**src/rtl/report_stream_pkg.sv**
```systemverilog
// Shared types and constants for the report frame streamer: FSM state encoding,
// byte width and the default tag base.
package report_stream_pkg;

  localparam int BYTE_W = 8;
  localparam int MAX_CH = 8;
  localparam int CH_W = 3;
  localparam logic [BYTE_W-1:0] DEFAULT_TAG_BASE = 8'h55;

  typedef enum logic [2:0] {
    IDLE = 3'd0,
    RD   = 3'd1,
    CAP  = 3'd2,
    TAG  = 3'd3,
    DAT  = 3'd4,
    SUM  = 3'd5,
    NEXT = 3'd6
  } state_t;

endpackage

```
**src/rtl/stream_byte_out.sv**
```systemverilog
// Output byte register for a valid/ready byte stream. A load pulse captures a
// byte and raises valid; valid drops on the handshake unless a new byte loads.
module stream_byte_out
  import report_stream_pkg::*;
(
  input  logic              clk_i,
  input  logic              rst_ni,
  input  logic              load_i,
  input  logic [BYTE_W-1:0] byte_i,
  input  logic              tx_ready_i,
  output logic [BYTE_W-1:0] tx_data_o,
  output logic              tx_valid_o,
  output logic              hs_o
);

  logic [BYTE_W-1:0] data_q;
  logic              valid_q;

  // Transfer handshake: valid and ready together in one cycle.
  assign hs_o       = valid_q && tx_ready_i;
  assign tx_data_o  = data_q;
  assign tx_valid_o = valid_q;

  always_ff @(posedge clk_i or negedge rst_ni) begin
    if (!rst_ni) begin
      data_q  <= '0;
      valid_q <= 1'b0;
    end else if (load_i) begin
      data_q  <= byte_i;
      valid_q <= 1'b1;
    end else if (hs_o) begin
      valid_q <= 1'b0;
    end
  end

endmodule

```
**src/rtl/report_frame_streamer.sv**
```systemverilog
// Walks report BRAMs over 0..last_addr and serialises each record as tag/data
// byte pairs plus an optional mod-256 checksum onto a valid/ready byte stream.
module report_frame_streamer
  import report_stream_pkg::*;
#(
  parameter int                NUM_CH      = 3,
  parameter int                ADDR_W      = 8,
  parameter int                DATA_W      = 8,
  parameter logic [BYTE_W-1:0] TAG_BASE    = DEFAULT_TAG_BASE,
  parameter bit                CHECKSUM_EN = 1'b1
) (
  input  logic                     CLK,
  input  logic                     CPU_RESETN,
  input  logic                     start,
  input  logic [ADDR_W-1:0]        last_addr,
  output logic                     bram_en,
  output logic [ADDR_W-1:0]        bram_addr,
  input  logic [NUM_CH*DATA_W-1:0] bram_rdata,
  output logic [BYTE_W-1:0]        tx_data,
  output logic                     tx_valid,
  input  logic                     tx_ready,
  output logic                     busy,
  output logic                     done,
  output logic [ADDR_W:0]          rec_count,
  output logic [2:0]               dbg_state
);

  if (DATA_W != BYTE_W || NUM_CH < 1 || NUM_CH > MAX_CH) begin : g_bad_param
    $error("report_frame_streamer: DATA_W must be 8 and NUM_CH must be 1..8");
  end

  localparam logic [CH_W-1:0] LAST_CH = CH_W'(NUM_CH - 1);

  state_t            state_q;
  logic [ADDR_W-1:0] addr_q;
  logic [ADDR_W-1:0] last_q;
  logic [ADDR_W:0]   rec_cnt_q;
  logic [CH_W-1:0]   ch_q;
  logic [BYTE_W-1:0] sum_q;
  logic [BYTE_W-1:0] rec_q [MAX_CH];
  logic              bram_en_q;
  logic              busy_q;
  logic              done_q;

  logic              hs;
  logic              load;
  logic              rec_end;
  logic [BYTE_W-1:0] load_byte;
  logic [BYTE_W-1:0] ch_byte;

  assign ch_byte = rec_q[ch_q];

  // The last handshake of a record: final data byte without checksum, or the sum byte.
  assign rec_end = hs && ((state_q == DAT && ch_q == LAST_CH && !CHECKSUM_EN) ||
                          state_q == SUM);

  always_comb begin
    load      = 1'b0;
    load_byte = '0;
    case (state_q)
      CAP: begin
        load      = 1'b1;
        load_byte = TAG_BASE;
      end
      TAG: begin
        if (hs) begin
          load      = 1'b1;
          load_byte = ch_byte;
        end
      end
      DAT: begin
        if (hs) begin
          if (ch_q != LAST_CH) begin
            load      = 1'b1;
            load_byte = TAG_BASE + {{(BYTE_W-CH_W){1'b0}}, ch_q + 3'd1};
          end else if (CHECKSUM_EN) begin
            load      = 1'b1;
            load_byte = sum_q + ch_byte;
          end
        end
      end
      default: ;
    endcase
  end

  always_ff @(posedge CLK or negedge CPU_RESETN) begin
    if (!CPU_RESETN) begin
      state_q   <= IDLE;
      addr_q    <= '0;
      last_q    <= '0;
      rec_cnt_q <= '0;
      ch_q      <= '0;
      sum_q     <= '0;
      bram_en_q <= 1'b0;
      busy_q    <= 1'b0;
      done_q    <= 1'b0;
      for (int i = 0; i < MAX_CH; i++) rec_q[i] <= '0;
    end else begin
      case (state_q)
        IDLE: begin
          if (start) begin
            last_q    <= last_addr;
            addr_q    <= '0;
            rec_cnt_q <= '0;
            busy_q    <= 1'b1;
            bram_en_q <= 1'b1;
            state_q   <= RD;
          end
        end
        RD: begin
          bram_en_q <= 1'b0;
          state_q   <= CAP;
        end
        CAP: begin
          for (int i = 0; i < NUM_CH; i++) rec_q[i] <= bram_rdata[i*BYTE_W +: BYTE_W];
          sum_q   <= '0;
          ch_q    <= '0;
          state_q <= TAG;
        end
        TAG: begin
          if (hs) state_q <= DAT;
        end
        DAT: begin
          if (hs) begin
            sum_q <= sum_q + ch_byte;
            if (ch_q != LAST_CH) begin
              ch_q    <= ch_q + 3'd1;
              state_q <= TAG;
            end else if (CHECKSUM_EN) begin
              state_q <= SUM;
            end
          end
        end
        SUM: begin
          state_q <= SUM;
        end
        NEXT: begin
          done_q <= 1'b0;
          if (addr_q == last_q) begin
            state_q <= IDLE;
          end else begin
            addr_q    <= addr_q + ADDR_W'(1);
            bram_en_q <= 1'b1;
            state_q   <= RD;
          end
        end
        default: state_q <= IDLE;
      endcase
      // done and busy change on entry to NEXT so done lands one cycle after the final byte.
      if (rec_end) begin
        state_q   <= NEXT;
        rec_cnt_q <= rec_cnt_q + (ADDR_W+1)'(1);
        if (addr_q == last_q) begin
          done_q <= 1'b1;
          busy_q <= 1'b0;
        end
      end
    end
  end

  stream_byte_out u_byte_out (
    .clk_i      (CLK),
    .rst_ni     (CPU_RESETN),
    .load_i     (load),
    .byte_i     (load_byte),
    .tx_ready_i (tx_ready),
    .tx_data_o  (tx_data),
    .tx_valid_o (tx_valid),
    .hs_o       (hs)
  );

  assign bram_en   = bram_en_q;
  assign bram_addr = addr_q;
  assign busy      = busy_q;
  assign done      = done_q;
  assign rec_count = rec_cnt_q;
  assign dbg_state = state_q;

endmodule

```
**config.mk**
```make
export PLATFORM = sky130hd
export DESIGN_NAME = report_frame_streamer
export DESIGN_NICKNAME = d
export VERILOG_FILES = /design/src/rtl/report_stream_pkg.sv /design/src/rtl/stream_byte_out.sv /design/src/rtl/report_frame_streamer.sv
export SDC_FILE = /design/constraint.sdc
export NUM_CORES = 1
export LEC_CHECK = 0
export CAP_MARGIN = 25
export CORE_ASPECT_RATIO = 0.7
export CORE_UTILIZATION = 54
export CTS_CLUSTER_SIZE = 20
export DETAILED_ROUTE_END_ITERATION = 7
export PLACE_DENSITY_LB_ADDON = 0.15
export SKIP_LAST_GASP = 1
export SLEW_MARGIN = 5
export SYNTH_ARGS = -nofsm -noshare
export SYNTH_HDL_FRONTEND = slang
export SYNTH_HIERARCHICAL = 1
export SYNTH_SLANG_ARGS = --single-unit
```
**constraint.sdc**
```tcl
create_clock -name CLK -period 4.3 [get_ports CLK]
set_input_delay 0.86 -clock CLK [delete_from_list [all_inputs] [get_ports CLK]]
set_output_delay 0.86 -clock CLK [all_outputs]
set_load 0.05 [all_outputs]
```
# After elaboration in Yosys (flattened, before gate mapping)
# Cells that the tools add are included.
# totals
register_bits	75
in_bits	36
# classes
bitwise_logic	1
mux	39
n_eq_ne	15
magnitude_cmp	1
addsub	5
reduce_logical	17
# ops
cell	n
8-bit 2-to-1 mux	8
8-bit case mux with 2 select lines	2
9-bit 2-to-1 mux	3
8-bit binary-select mux with 3-bit select	1
8-bit case mux with 3 select lines	1
3-bit 2-to-1 mux	7
3-bit case mux with 7 select lines	1
1-bit 2-to-1 mux	13
3-bit AND reduction	4
2-bit nonzero test	5
9-bit by 1-bit adder with 9-bit output (second input constant)	1
3-bit == test (second input constant)	3
3-bit != test (second input constant)	3
7-bit by 3-bit adder with 8-bit output (first input constant)	1
8-bit by 1-bit adder with 8-bit output (second input constant)	1
8-bit adder	1
8-bit == test	1
3-bit by 2-bit == test with 1-bit output (second input constant)	2
2-bit != test (second input constant)	3
3-bit case mux with 2 select lines	1
2-bit AND reduction	3
4-bit greater-or-equal comparator (second input constant)	1
3-bit inverter with 4-bit output	1
3-bit by 1-bit adder with 3-bit output (second input constant)	1
9 further kinds	10

# Logic depth before layout (Yosys ltp)
# Gate-level depths: netlist of the first run.
# depth
word_depth	8
mapped_depth	15
mapped_depth_nobuf	13

# Modules after synthesis
# The synthesis of the first run kept the hierarchy.
# modules_own_cells
mod	cells_each	area_each_um2	seq_area_each_um2	n_inst
report_frame_streamer	450	3882.5	1651.6	1
stream_byte_out	21	375.4	225.2	1

# Worst setup path before layout of the first run
# Ideal clock, no wire load.
# synth_timing
path_type	reg-to-reg
startpoint	register ch_q[0]
endpoint	register u_byte_out.data_q[7], in the netlist u_byte_out/tx_data_o[7]
stages_incl_launch_ff	16
slack_ns	1.116
t_required_ns	4.175
path_buffers	3
arrival_ns	3.059
setup_time_ns	0.125
cell_sequence	dfrtp_1 -> buf_6 -> buf_2 -> mux2i_1 -> nor2_1 -> a21oi_1 -> nor2_1 -> ha_1 -> clkbuf_2 -> and2_1 -> a221o_1 -> a41o_1 -> a31oi_2 -> xnor3_1 -> a22o_1 -> mux2_4
# synth_via
elab_chain_cells	8
word_cells_on_any_way	12
classes_between	add/sub (3); eq/ne (1); mux (7); bitwise (1)
# synth_rtl
element	line_no	source
start: declaration	report_frame_streamer.sv:38	logic [CH_W-1:0] ch_q;
start signal: assignment	report_frame_streamer.sv:127	ch_q <= ch_q + 3'd1;
3-bit inverter with 4-bit output (not written as such)	report_frame_streamer.sv:51	assign ch_byte = rec_q[ch_q];
8-bit binary-select mux with 3-bit select	report_frame_streamer.sv:51	
8-bit 2-to-1 mux (not written as such) (2 in a row)	report_frame_streamer.sv:51	
8-bit adder	report_frame_streamer.sv:78	load_byte = sum_q + ch_byte;
8-bit 2-to-1 mux	report_frame_streamer.sv:73	if (ch_q != LAST_CH) begin
8-bit 2-to-1 mux	report_frame_streamer.sv:72	if (hs) begin
8-bit case mux with 3 select lines (*)	report_frame_streamer.sv:60	case (state_q)
via load_byte[7]	report_frame_streamer.sv:48	logic [BYTE_W-1:0] load_byte;
end signal: assignment	stream_byte_out.sv:29	data_q <= byte_i;
end: declaration	stream_byte_out.sv:16	logic [BYTE_W-1:0] data_q;
# The timed path passes the listed nets; every way through them passes the cells marked *. The select of a mux whose other input is x is not followed.
# A chain may end at the register's enable or synchronous reset.

# Worst setup path after layout of the first run
# layout_timing
startpoint	register ch_q[0]
endpoint	register u_byte_out.data_q[4], in the netlist u_byte_out/tx_data_o[4]
# The elaborated chain is that of the path after synthesis.

==> run_results.csv, run 1 <==
group,metric,value,unit
status,status,"complete, no violations",
synth,ys.flop_type,"dfrtp_1",
clocking,cts_root_buf,"clkbuf_8",
setup_path,rrSetupSlack,570,ps
setup_path,r2r_cells,12,
detailed_routing,drt_iter0_drc,260,
clocking,clock_sinks,75,
timing,maxSlewViolCount,0,
floorplan,placement_rows,26,
setup_path,start_kind,"flip-flop",
clocking,cts_buffer_depth,2,
setup_path,worstSetupPathType,"reg -> reg",
setup_path,required,4550,ps
synth,synthesis.area,0.004258,mm^2
setup_path,r2r-end,"u_byte_out/tx_data_o[4]$_DFFE_PN0P_",
synth,synthCells,471,
global_route,antenna_found_initial,0,
synth,synth_edf_count,0,
timing,finalSetupViolCount,0,
synth,syn_area_per_cell,9.040,um^2
global_route,grt_max_degree,36,
detailed_routing,antenna_left,0,
timing,finalCritPeriodShare,0.8677,
synth,ys_async_sr_fraction,1.000,
detailed_routing,wl,9.790,mm
final_layout,diodes,0,
final_layout,layout-drive-gt1-share,0.08769,
detailed_routing,drc_errors,0,
power,p_leak,2.280,nW
floorplan,core_area,0.007450,mm^2
clocking,clk_latency,350,ps
setup_path,cp_max_fo,16,
power,ir_drop,0.1432,mV
place,gp_congestion,0.9638,
clocking,cts_resized,0,
clocking,hold_buffers,0,
timing,tightestPinTransition,821.1,ps
setup_path,crit_arrival,3980,ps
timing,rsz0062_at_grt,"false",
floorplan,die-area,0.008249,mm^2
timing,clock.fmax,268.0,MHz
floorplan,die_y,76.29,um
setup_path,slowest_stage,"dfrtp_1",
synth,ys_warn_count,86,
floorplan,initial_core_util,0.5715,
global_route,grt_use_total,0.2584,
power,power_density,272.6,mW/mm^2
timing,hold_viol,0,
setup_path,crit_path_end,"u_byte_out/tx_data_o[4]$_DFFE_PN0P_",
synth,ys_ff_latch,75,
setup_path,timing.rr.start,"ch_q[0]$_DFFE_PN0P_",
detailed_routing,wl_per_cell,15.44,um
place,portBuffers,67,
timing,fin_tns_setup,0,ps
global_route,grt_pass1_vias,3360,
run,maxCapViolCount,0,
detailed_routing,drt-vias-per-instance,5.634,
timing,slew_headroom,0.4510,
clocking,cts-htree-levels,3,
setup_path,slowest_delay,710,ps
setup_path,crit_path_cell_trace,"and2b_1, a21oi_1, nor2_1, ha_1, fa_1, a211oi_2, a2111oi_0, a311o_1, nor2_4, xnor2_1, a221o_1, mux2_4",
global_route,grt_pass1_wl,16.64,mm
final_layout,syn2layout_area_growth,22.54,%
timing,fin_skew,9.525,ps
timing,finalCriticalPeriod,3731,ps
final_layout,final_nets,578,
synth,seq_area_frac_synth,0.4408,
place,dpl_worst_slack,606.3,ps
synth,yosys.area.top_type,"dfrtp_1",
clocking,cts_inserted_buffers,9,
detailed_routing,vias,3572,
power,power.total,1.422,mW
clocking,postCtsSetupRepairBufs,0,
hold_path,hp-class,"in -> async",
place,place_hpwl,7.007,mm
synth,synth.net_count,518,
synth,synth_area_leaders,"dfrtp_1, nand2_1, xnor2_1, nor2_1, ha_1",
floorplan,pin_count,68,
synth,ys_types,63,
synth,synth_top_area_frac,0.4408,
setup_path,critPathLaunch,"ch_q[0]$_DFFE_PN0P_",
setup_path,critPathCaptureType,"flip-flop",
clocking,cts_tree,"yes",
timing,fin_ws,568.8,ps
clocking,clk_pin_slew,90,ps
global_route,grt_overflow_total,0,
detailed_routing,dr.pass1.iters,7,
floorplan,die_w,108.1,um
[routing by layer]
layer	track usage	up-vias	wire (um)	share of wire
met2	0.3720	123	4164	0.43
met3	0.04876	11	549	0.056
li1	-	1743	-	-
met4	0.06986	0	101	0.010
met5	0	-	0	0
met1	0.3957	1695	4974	0.51
[synthesized netlist by cell type, drive strengths merged, types with 2 or more instances]
master     n
or3        3
nor2      35
and2       3
clkbuf    16
o31ai      3
o211ai     3
nor2b      5
mux2i     11
a21o       6
nor3b      2
xnor2     20
a31oi      2
nor3       6
mux2      10
a21oi     23
inv        8
nand2b     7
a22o       8
a211oi     4
ha        10
o221ai     2
nand2    120
nand3b     3
o21ai     25
and3       6
xor2       3
a32o       2
a221o      3
nand4bb    2
nand3     12
buf        9
dfrtp     75
or2        3
nand4      5
[cells in the final DEF (no fill, tap or decap), types with 5 or more instances in the layout]
cell,instances
nand2_1,120
dfrtp_1,75
clkdlybuf4s50_1,66
nor2_1,34
a21oi_1,22
o21ai_0,22
xnor2_1,20
nand3_1,12
mux2i_1,11
ha_1,10
clkbuf_8,10
inv_1,8
a22o_1,8
mux2_4,8
nand2b_1,7
buf_4,7
and3_1,6
nor3_1,6
a21o_1,5
nand4_1,5
[worst max-delay path, delay by kind of cell, from the launching register on]
family,cells,cell delay (ps)
XOR/XNOR,1,100
multiplexers,1,270
flip-flops,1,710
adder cells (fa/ha/maj),2,710
AO/OA/AOI/OAI,5,1280
AND/OR/NAND/NOR,3,550
[where the power goes]
part / switching (mW) / internal [mW]
clock: 0.279 / 0.349
sequential: 0.00653 / 0.711
combinational: 0.0358 / 0.0411
[kinds of logic after synthesis]
kind of cell	count (synthesis)	synth area share
AND/OR/NAND/NOR	215	0.2274
AO/OA/AOI/OAI	91	0.1469
flip-flops	75	0.4408
buffers and inverters	33	0.03438
XOR/XNOR	24	0.05437
multiplexers	21	0.05936
adder cells (fa/ha/maj)	12	0.03673
[worst min path at each step]
stage                               start                                   to  slack (ps)  depth (start not counted)
detailed placement  rec_q[56]$_DFFE_PN0P_                rec_q[56]$_DFFE_PN0P_         460                          2
CTS                            CPU_RESETN  u_byte_out/tx_data_o[4]$_DFFE_PN0P_         440                          1
global placement    rec_q[55]$_DFFE_PN0P_                rec_q[55]$_DFFE_PN0P_         460                          2
finish                         CPU_RESETN  u_byte_out/tx_data_o[4]$_DFFE_PN0P_         430                          1
floorplan           rec_q[63]$_DFFE_PN0P_                rec_q[63]$_DFFE_PN0P_         440                          2
global route                   CPU_RESETN    u_byte_out/tx_valid_o$_DFFE_PN0P_         440                          1
[state kept, by name (all words and copies together) (netlist names)]
name                   cells
rec_q                     24
rec_count                  9
bram_addr                  8
last_q                     8
sum_q                      8
u_byte_out/tx_data_o       8
ch_q                       3
dbg_state                  3
bram_en                    1
busy                       1
done                       1
u_byte_out/tx_valid_o      1
[stage by stage]
step	cell area [um^2]	cells	util	hold slack [ps]
finish	5218	634	0.7004	425.3
global route	5218	634	0.7004	443.4
CTS	5218	634	0.7004	438.6
detailed placement	4985	618	0.6691	462.8
global placement	4985	618	0.6691	461.7
floorplan	4258	471	-	438.5
[final cells by class]
| cell class | count | area, um^2 |
|---|---|---|
| Clock buffer | 10 | 137.6 |
| Clock inverter | 6 | 95.09 |
| Fill cell | 604 | 2232 |
| Inverter | 8 | 30.03 |
| Multi-Input combinational cell | 363 | 2237 |
| Sequential cell | 75 | 1877 |
| Tap cell | 98 | 122.6 |
| Timing Repair Buffer | 74 | 718.2 |
Note: power is estimated with default switching activity, not from simulation.
==> run 2, diff against run 1 <==
--- a/config.mk
+++ b/config.mk
@@ -5,7 +5,8 @@
 export SDC_FILE = /design/constraint.sdc
 export NUM_CORES = 1
 export LEC_CHECK = 0
-export CAP_MARGIN = 25
+export ABC_CLOCK_PERIOD_IN_PS = 4300
+export CAP_MARGIN = 15
 export CORE_ASPECT_RATIO = 0.7
 export CORE_UTILIZATION = 54
 export CTS_CLUSTER_SIZE = 20
==> results of run 2 <==
Same layout as run 1: the final DEF is identical, and so are final timing and power.
==> run 3, diff against run 2 <==
--- a/config.mk
+++ b/config.mk
@@ -13,7 +13,7 @@
 export DETAILED_ROUTE_END_ITERATION = 7
 export PLACE_DENSITY_LB_ADDON = 0.15
 export SKIP_LAST_GASP = 1
-export SLEW_MARGIN = 5
+export SLEW_MARGIN = 40
 export SYNTH_ARGS = -nofsm -noshare
 export SYNTH_HDL_FRONTEND = slang
 export SYNTH_HIERARCHICAL = 1
==> results of run 3 <==
Same layout as run 1: the final DEF is identical, and so are final timing and power.
